$ cat src/rtl/controller_bus_owner_sequencer.sv
// Arbitrates ownership of the shared PHY SCL/SDA lines between the I2C and I3C standby
// controllers. Ownership only changes hands across an idle bus, always via DRAIN -> OFF -> ARM.
module controller_bus_owner_sequencer #(
    parameter int unsigned DrainTimeout = 65535,
    parameter int unsigned CntWidth     = 20
) (
    input  logic                clk_i,
    input  logic                rst_i,
    input  logic                i2c_standby_en_i,
    input  logic                i3c_standby_en_i,
    input  logic [CntWidth-1:0] t_bus_idle_i,
    input  logic                bus_scl_i,
    input  logic                bus_sda_i,
    input  logic                i2c_scl_i,
    input  logic                i2c_sda_i,
    input  logic                i2c_idle_i,
    input  logic                i3c_scl_i,
    input  logic                i3c_sda_i,
    input  logic                i3c_od_pp_i,
    input  logic                i3c_idle_i,
    output logic                scl_o,
    output logic                sda_o,
    output logic                phy_sel_od_pp_o,
    output logic                i2c_en_o,
    output logic                i3c_en_o,
    output logic [1:0]          owner_o,
    output logic                bus_idle_o,
    output logic                conflict_o,
    output logic                drain_timeout_o
);

    localparam logic [CntWidth-1:0] DrainMax = CntWidth'(DrainTimeout);
    localparam logic [1:0]          OwnNone  = 2'b00;
    localparam logic [1:0]          OwnI2c   = 2'b01;
    localparam logic [1:0]          OwnI3c   = 2'b10;

    typedef enum logic [2:0] {
        StOff   = 3'd0,
        StArm   = 3'd1,
        StI2c   = 3'd2,
        StI3c   = 3'd3,
        StDrain = 3'd4
    } state_e;

    state_e              state_q, state_d;
    logic [1:0]          owner_q, owner_d;
    logic [CntWidth-1:0] idle_cnt_q, idle_cnt_d;
    logic [CntWidth-1:0] drain_cnt_q, drain_cnt_d;
    logic [CntWidth-1:0] drain_cnt_inc;
    logic                bus_idle_q, bus_idle_d;
    logic                conflict_q;
    logic                drain_to_q, drain_to_d;
    logic                both_high;
    logic                owner_idle;
    logic [1:0]          target;

    assign both_high = bus_scl_i & bus_sda_i;

    // Consecutive-high counter, saturating at the programmed idle threshold
    always_comb begin
        idle_cnt_d = '0;
        if (both_high) begin
            if (idle_cnt_q >= t_bus_idle_i) begin
                idle_cnt_d = t_bus_idle_i;
            end else begin
                idle_cnt_d = idle_cnt_q + CntWidth'(1);
            end
        end
        bus_idle_d = both_high && (idle_cnt_d >= t_bus_idle_i);
    end

    // I3C wins when both standby modes are requested
    always_comb begin
        target = OwnNone;
        if (i3c_standby_en_i) begin
            target = OwnI3c;
        end else if (i2c_standby_en_i) begin
            target = OwnI2c;
        end
    end

    assign owner_idle    = (owner_q == OwnI3c) ? i3c_idle_i : i2c_idle_i;
    assign drain_cnt_inc = (drain_cnt_q >= DrainMax) ? drain_cnt_q : drain_cnt_q + CntWidth'(1);

    always_comb begin
        state_d     = state_q;
        owner_d     = owner_q;
        drain_cnt_d = '0;
        drain_to_d  = 1'b0;
        unique case (state_q)
            StOff: begin
                if (target != OwnNone) begin
                    state_d = StArm;
                end
            end
            StArm: begin
                if (target == OwnNone) begin
                    state_d = StOff;
                end else if (bus_idle_q) begin
                    owner_d = target;
                    state_d = (target == OwnI3c) ? StI3c : StI2c;
                end
            end
            StI2c: begin
                if (!i2c_standby_en_i || i3c_standby_en_i) begin
                    state_d = StDrain;
                end
            end
            StI3c: begin
                if (!i3c_standby_en_i) begin
                    state_d = StDrain;
                end
            end
            StDrain: begin
                // A clean release wins over a timeout landing in the same cycle
                if (owner_idle && bus_idle_q) begin
                    state_d = StOff;
                    owner_d = OwnNone;
                end else begin
                    drain_cnt_d = drain_cnt_inc;
                    if (drain_cnt_inc >= DrainMax) begin
                        state_d    = StOff;
                        owner_d    = OwnNone;
                        drain_to_d = 1'b1;
                    end
                end
            end
            default: begin
                state_d = StOff;
                owner_d = OwnNone;
            end
        endcase
    end

    always_ff @(posedge clk_i or posedge rst_i) begin
        if (rst_i) begin
            state_q     <= StOff;
            owner_q     <= OwnNone;
            idle_cnt_q  <= '0;
            drain_cnt_q <= '0;
            bus_idle_q  <= 1'b0;
            conflict_q  <= 1'b0;
            drain_to_q  <= 1'b0;
        end else begin
            state_q     <= state_d;
            owner_q     <= owner_d;
            idle_cnt_q  <= idle_cnt_d;
            drain_cnt_q <= drain_cnt_d;
            bus_idle_q  <= bus_idle_d;
            conflict_q  <= i2c_standby_en_i & i3c_standby_en_i;
            drain_to_q  <= drain_to_d;
        end
    end

    // Zero-latency pass-through of the owning controller's drives; owner_q is cleared in OFF/ARM
    always_comb begin
        scl_o           = 1'b1;
        sda_o           = 1'b1;
        phy_sel_od_pp_o = 1'b0;
        if (owner_q == OwnI2c) begin
            scl_o = i2c_scl_i;
            sda_o = i2c_sda_i;
        end else if (owner_q == OwnI3c) begin
            scl_o           = i3c_scl_i;
            sda_o           = i3c_sda_i;
            phy_sel_od_pp_o = i3c_od_pp_i;
        end
    end

    assign i2c_en_o        = (state_q == StI2c);
    assign i3c_en_o        = (state_q == StI3c);
    assign owner_o         = owner_q;
    assign bus_idle_o      = bus_idle_q;
    assign conflict_o      = conflict_q;
    assign drain_timeout_o = drain_to_q;

endmodule
$ cat config.mk
export PLATFORM = sky130hd
export DESIGN_NAME = controller_bus_owner_sequencer
export DESIGN_NICKNAME = d
export VERILOG_FILES = /design/src/rtl/controller_bus_owner_sequencer.sv
export SDC_FILE = /design/constraint.sdc
export NUM_CORES = 1
export LEC_CHECK = 0
export CAP_MARGIN = 5
export CORE_MARGIN = 1
export CORE_UTILIZATION = 61
export CTS_CLUSTER_DIAMETER = 40
export DETAILED_ROUTE_END_ITERATION = 16
export HOLD_SLACK_MARGIN = 0.03
export PLACE_DENSITY = 0.86
export SLEW_MARGIN = 5
export SYNTH_ARGS = -nofsm -noshare
export SYNTH_HDL_FRONTEND = slang
export SYNTH_SLANG_ARGS = --single-unit
$ cat constraint.sdc
create_clock -name clk_i -period 6.2 [get_ports clk_i]
set_input_delay 1.86 -clock clk_i [delete_from_list [all_inputs] [get_ports clk_i]]
set_output_delay 1.86 -clock clk_i [all_outputs]
set_load 0.02 [all_outputs]
# Word-level counts from Yosys, hierarchy flattened
# Cells that the tools add are included.
# totals
register_bits	48
input_bits	33
output_inout_bits	10
word_cells	71
# classes
addsub	2
order_cmp	4
eq_ne	14
mux	31
bitwise_logic	3
n_reduce_logical	10
# ops
cell	n
$mux W20	5
$add A20 B1 Y20 const B	2
$ge A20 B16 Y1 const B	2
$ge A20 B20 Y1	2
$mux W3	7
$pmux W3 S5	1
$mux W1	12
$mux W2	5
$ne A2 B2 Y1 const B	4
$eq A3 B2 Y1 const B	2
$ne A3 B3 Y1 const B	2
$pmux W2 S3	1
$reduce_and A5 Y1	1
$eq A2 B2 Y1 const B	2
$reduce_and A4 Y1	1
$eq A3 B1 Y1 const B	1
$eq A3 B3 Y1 const B	1
$logic_not A3 Y1	1
$reduce_or A3 Y1	1
$and A1 B1 Y1	2
$eq A2 B1 Y1 const B	1
$logic_and A1 B1 Y1	2
$logic_not A2 Y1	1
$ne A2 B1 Y1 const B	1
4 further kinds	4

# Longest topological paths before layout
# logic_depth
word_depth	7
depth_mapped	18
depth_no_buf	17

# Worst setup path after synthesis
# OpenSTA, ideal clock, no wires.
# synth_path
kind	in2reg
start	in t_bus_idle_i[5]
end	reg bus_idle_q, in the netlist bus_idle_o
setup_ns	0.144
arrival_time_ns	4.834
t_required_ns	6.056
path_slack_ns	1.222
cell_stages	18
n_path_buf	2
cell_sequence	inv_1 > ha_1 > a21o_1 > a21o_1 > a21o_1 > a221oi_1 > and4_1 > or2_2 > buf_2 > buf_2 > a211oi_1 > ha_1 > a21o_1 > a21o_1 > a21oi_1 > nor2_1 > nor4bb_1 > a221oi_1
# synth_between
elab_chain_len	5
# synth_rtl
item	line_no	text
start: declaration	11	input logic [CntWidth-1:0] t_bus_idle_i,
$ge A20 B20 Y1	63	if (idle_cnt_q >= t_bus_idle_i) begin
$mux W20	63	
$mux W20	62	if (both_high) begin
named net idle_cnt_d[9]	47	logic [CntWidth-1:0] idle_cnt_q, idle_cnt_d;
$ge A20 B20 Y1	69	bus_idle_d = both_high && (idle_cnt_d >= t_bus_idle_i);
$logic_and A1 B1 Y1	69	
named net bus_idle_d	50	logic bus_idle_q, bus_idle_d;
end signal: assignment	149	bus_idle_q <= bus_idle_d;
end: declaration	50	
# The timed path passes the listed nets, and every way through them passes these cells.
# A chain may end at the register's enable or synchronous reset.

# Worst setup path after layout
# Same ends and word-level chain as after synthesis.

==> metrics.cfg <==
[timing]
clock.fmax_ghz = 0.179
final-hold-violation-count = 0
period_share = 0.902
hold_ws_ps = 559
slew_viol_final = 0
setup_viol = 0
fin_ws_ps = 608
fin_skew_ps = 11.3
grt_setup_unrepaired = no
slew-limit-headroom = 0.329
tightest_slew_ps = 1010
min_period_ps = 5590
tns_ps = 0

[drt]
avgRoutedWirePerCell_um = 16.3
wl_met2_um = 4180
drt-met1-wl_um = 3680
drtAntennaViolNets = 0
highest_layer = met4
drt_wl_total_um = 8570
wl_met3_um = 465
drtPass1Iterations = 4
viasPerCell = 6.17
drtIter0Drc = 181
route.vias.total = 3239
drc = 0

[hold_path]
hold_end = state_q[1]
min_from = state_q[2]
worstHoldPathCells = 1
hp-class = reg -> reg

[critical_path]
crit_top_cell = a21o_1
reg2reg_depth = 15
crit_chain = clkdlybuf4s50_1 > inv_1 > ha_1 > a21o_1 > a21o_1 > a21o_1 > a221oi_1 > and4_1 > or2_2 > o31ai_1 > ha_1 > a21oi_1 > nor2b_1 > o21ai_0 > a21oi_1 > o41ai_1 > a221oi_1
end_kind = flop
cp.arrival_ps = 5750
r2r-end = bus_idle_o
setup.worst_path.start_class = input pin
critPathBufInv = 2
path_max_fanout = 19
crit_family = compound AO/OA/AOI/OAI gates
timing.rr.start = idle_cnt_q[5]
cp_data_required_time_ps = 6360
cpPeakStageDelay_ps = 480
path_class = in -> reg
slowest_stage = clkdlybuf4s50_1
r2r_slack_ps = 2280

[placement]
gp_congestion = 0.894
preCtsSetupSlack_ps = 314
dpl.hpwl_um = 6300
dpl.cell_count = 517
portBuffers = 42

[finish]
nNetsFinal = 527
nFillCells = 428
final_cells = 525
diodes = 0
layout-drive-gt1-share = 0.0442
syn2layout_area_growth_pct = 17.3

[synth]
syn_nets = 489
ys_warn_count = 0
synthDistinctLibCells = 50
synthCells = 414
synth_ff_type = dfrtp_1
synth_async_sr_flop_share = 1.00
synthAdderAreaFrac = 0.146
ys_ff_latch = 48
yosysSeqAreaShare = 0.334
synth_common_cells = dfrtp_1, ha_1, nor2_1
synth_top_family_by_area = simple AND/OR/NAND/NOR gates
avgSynthCellArea_um2 = 8.69
synth_top_area_share = 0.334
synthMuxAreaShare = 0.00278
synth-simple-area-share = 0.241
netlist_area_mm2 = 0.00360
synth_top_area_cell = dfrtp_1
synth_xor_area_frac = 0.0754
synth_area_leaders = dfrtp_1, ha_1, nor2_1, a211oi_1, xnor2_1
synth_compound_area_frac = 0.153
synth-edff-count = 0
synth.most_common_cell = dfrtp_1

[clock_tree]
cts_hold_buffers = 0
clock_sinks = 48
insertion_delay_ps = 320
htree_levels = 2
cts_resized = 0
clkTransAtPathRegs_ps = 100
cts_made_buffers = 5
postCtsSetupRepairBufs = 0
cts_tree = yes
clock_tree.buffer_depth = 2
cts_root_buf = clkbuf_8

[grt]
grt_pass1_wl_um = 14800
grt_max_degree = 49
antenna_found_initial = 0
first_global_vias = 3322
grt_overflow = 0
grtUsageTotal = 0.302

[die]
start_util = 0.642
chipHeight_um = 78.8
die_w_um = 78.8
row_count = 27
dieArea_mm2 = 0.00621
io_pins = 43
core_mm2 = 0.00561

[outcome]
outcome = finished, final reports clean

[flow_run]
drv_cap = 0

[power_and_ir_drop]
p_leak_nw = 1.93
ir_drop_mv = 0.102
powerDensity_mw_per_mm2 = 156

## flip-flops by register name, summed over array words and instances (netlist names)
signal and cells:
bus_idle_o 1, owner_o 2, idle_cnt_q 20, state_q 3
drain_cnt_q 20, conflict_o 1, drain_timeout_o 1
## metrics by stage
step,area (um2),util,total power [mW]
floorplan,3600,-,0.349
global placement,4090,0.728,0.380
detailed placement,4090,0.728,0.382
CTS,4220,0.753,0.663
global route,4220,0.753,0.682
finish,4220,0.753,0.658
## final cells by class
class / count / area [um2] / area share
flip-flops and latches: 48 / 1200 / 0.284
clock inverters: 3 / 68.8 / 0.0163
repair buffers: 45 / 455 / 0.108
well taps: 72 / 90.1 / 0.0213
inverters: 31 / 116 / 0.0276
clock buffers: 5 / 68.8 / 0.0163
multi-input cells: 321 / 2220 / 0.526
## worst register-to-register path, cell delays in order (launching register included)
cell,delay (ps)
dfrtp_1,430
ha_1,310
a21o_1,160
a21o_1,160
a21o_1,170
a221oi_1,280
and4_1,400
or2_2,430
o31ai_1,170
ha_1,320
a21oi_1,140
nor2b_1,60
o21ai_0,180
a21oi_1,90
o41ai_1,340
a221oi_1,140
## worst max path at each step
| stage | cells after the start | startpoint | endpoint |
|---|---|---|---|
| detailed placement | 17 | t_bus_idle_i[5] | bus_idle_o |
| finish | 17 | t_bus_idle_i[5] | bus_idle_o |
| global route | 17 | t_bus_idle_i[5] | bus_idle_o |
| global placement | 17 | t_bus_idle_i[5] | bus_idle_o |
| CTS | 17 | t_bus_idle_i[5] | bus_idle_o |
| floorplan | 18 | t_bus_idle_i[5] | bus_idle_o |
## placed cells by master (no fill, tap or decap), types with 2 or more instances in the layout
master / instances
nand3_1: 14
and2_1: 5
and4_1: 3
nor2b_1: 3
a21oi_1: 20
ha_1: 42
a221oi_1: 2
dfrtp_1: 48
nand4_1: 12
o21ai_0: 12
o211ai_1: 2
nand2b_1: 5
a21o_1: 13
clkbuf_8: 5
xor2_1: 15
clkdlybuf4s50_1: 42
bufinv_16: 2
o22a_1: 2
nor4b_1: 2
or3_1: 4
o22ai_1: 2
xnor2_1: 16
nor3b_1: 2
nand2_1: 26
and3_1: 10
nor2_1: 42
buf_4: 2
nor3_1: 24
inv_1: 30
a211oi_1: 19
nor4_1: 2
or2_2: 3
## cell families after synthesis
logic type      after synthesis
simple gates                165
compound gates               82
flops                        48
buf+inv                      45
fa+ha+maj                    42
xor+xnor                     31
mux                           1
## power breakdown
part	switching (mW)	internal [mW]
registers	0.00122	0.314
logic	0.0311	0.0302
clock network	0.119	0.163
## metal layers
metal,global-route usage,vias to the layer above
li1,-,1565
met1,0.374,1540
met2,0.532,110
met3,0.0391,24
met4,0.122,0
met5,0,-
Power figures use the tool's default switching activity.
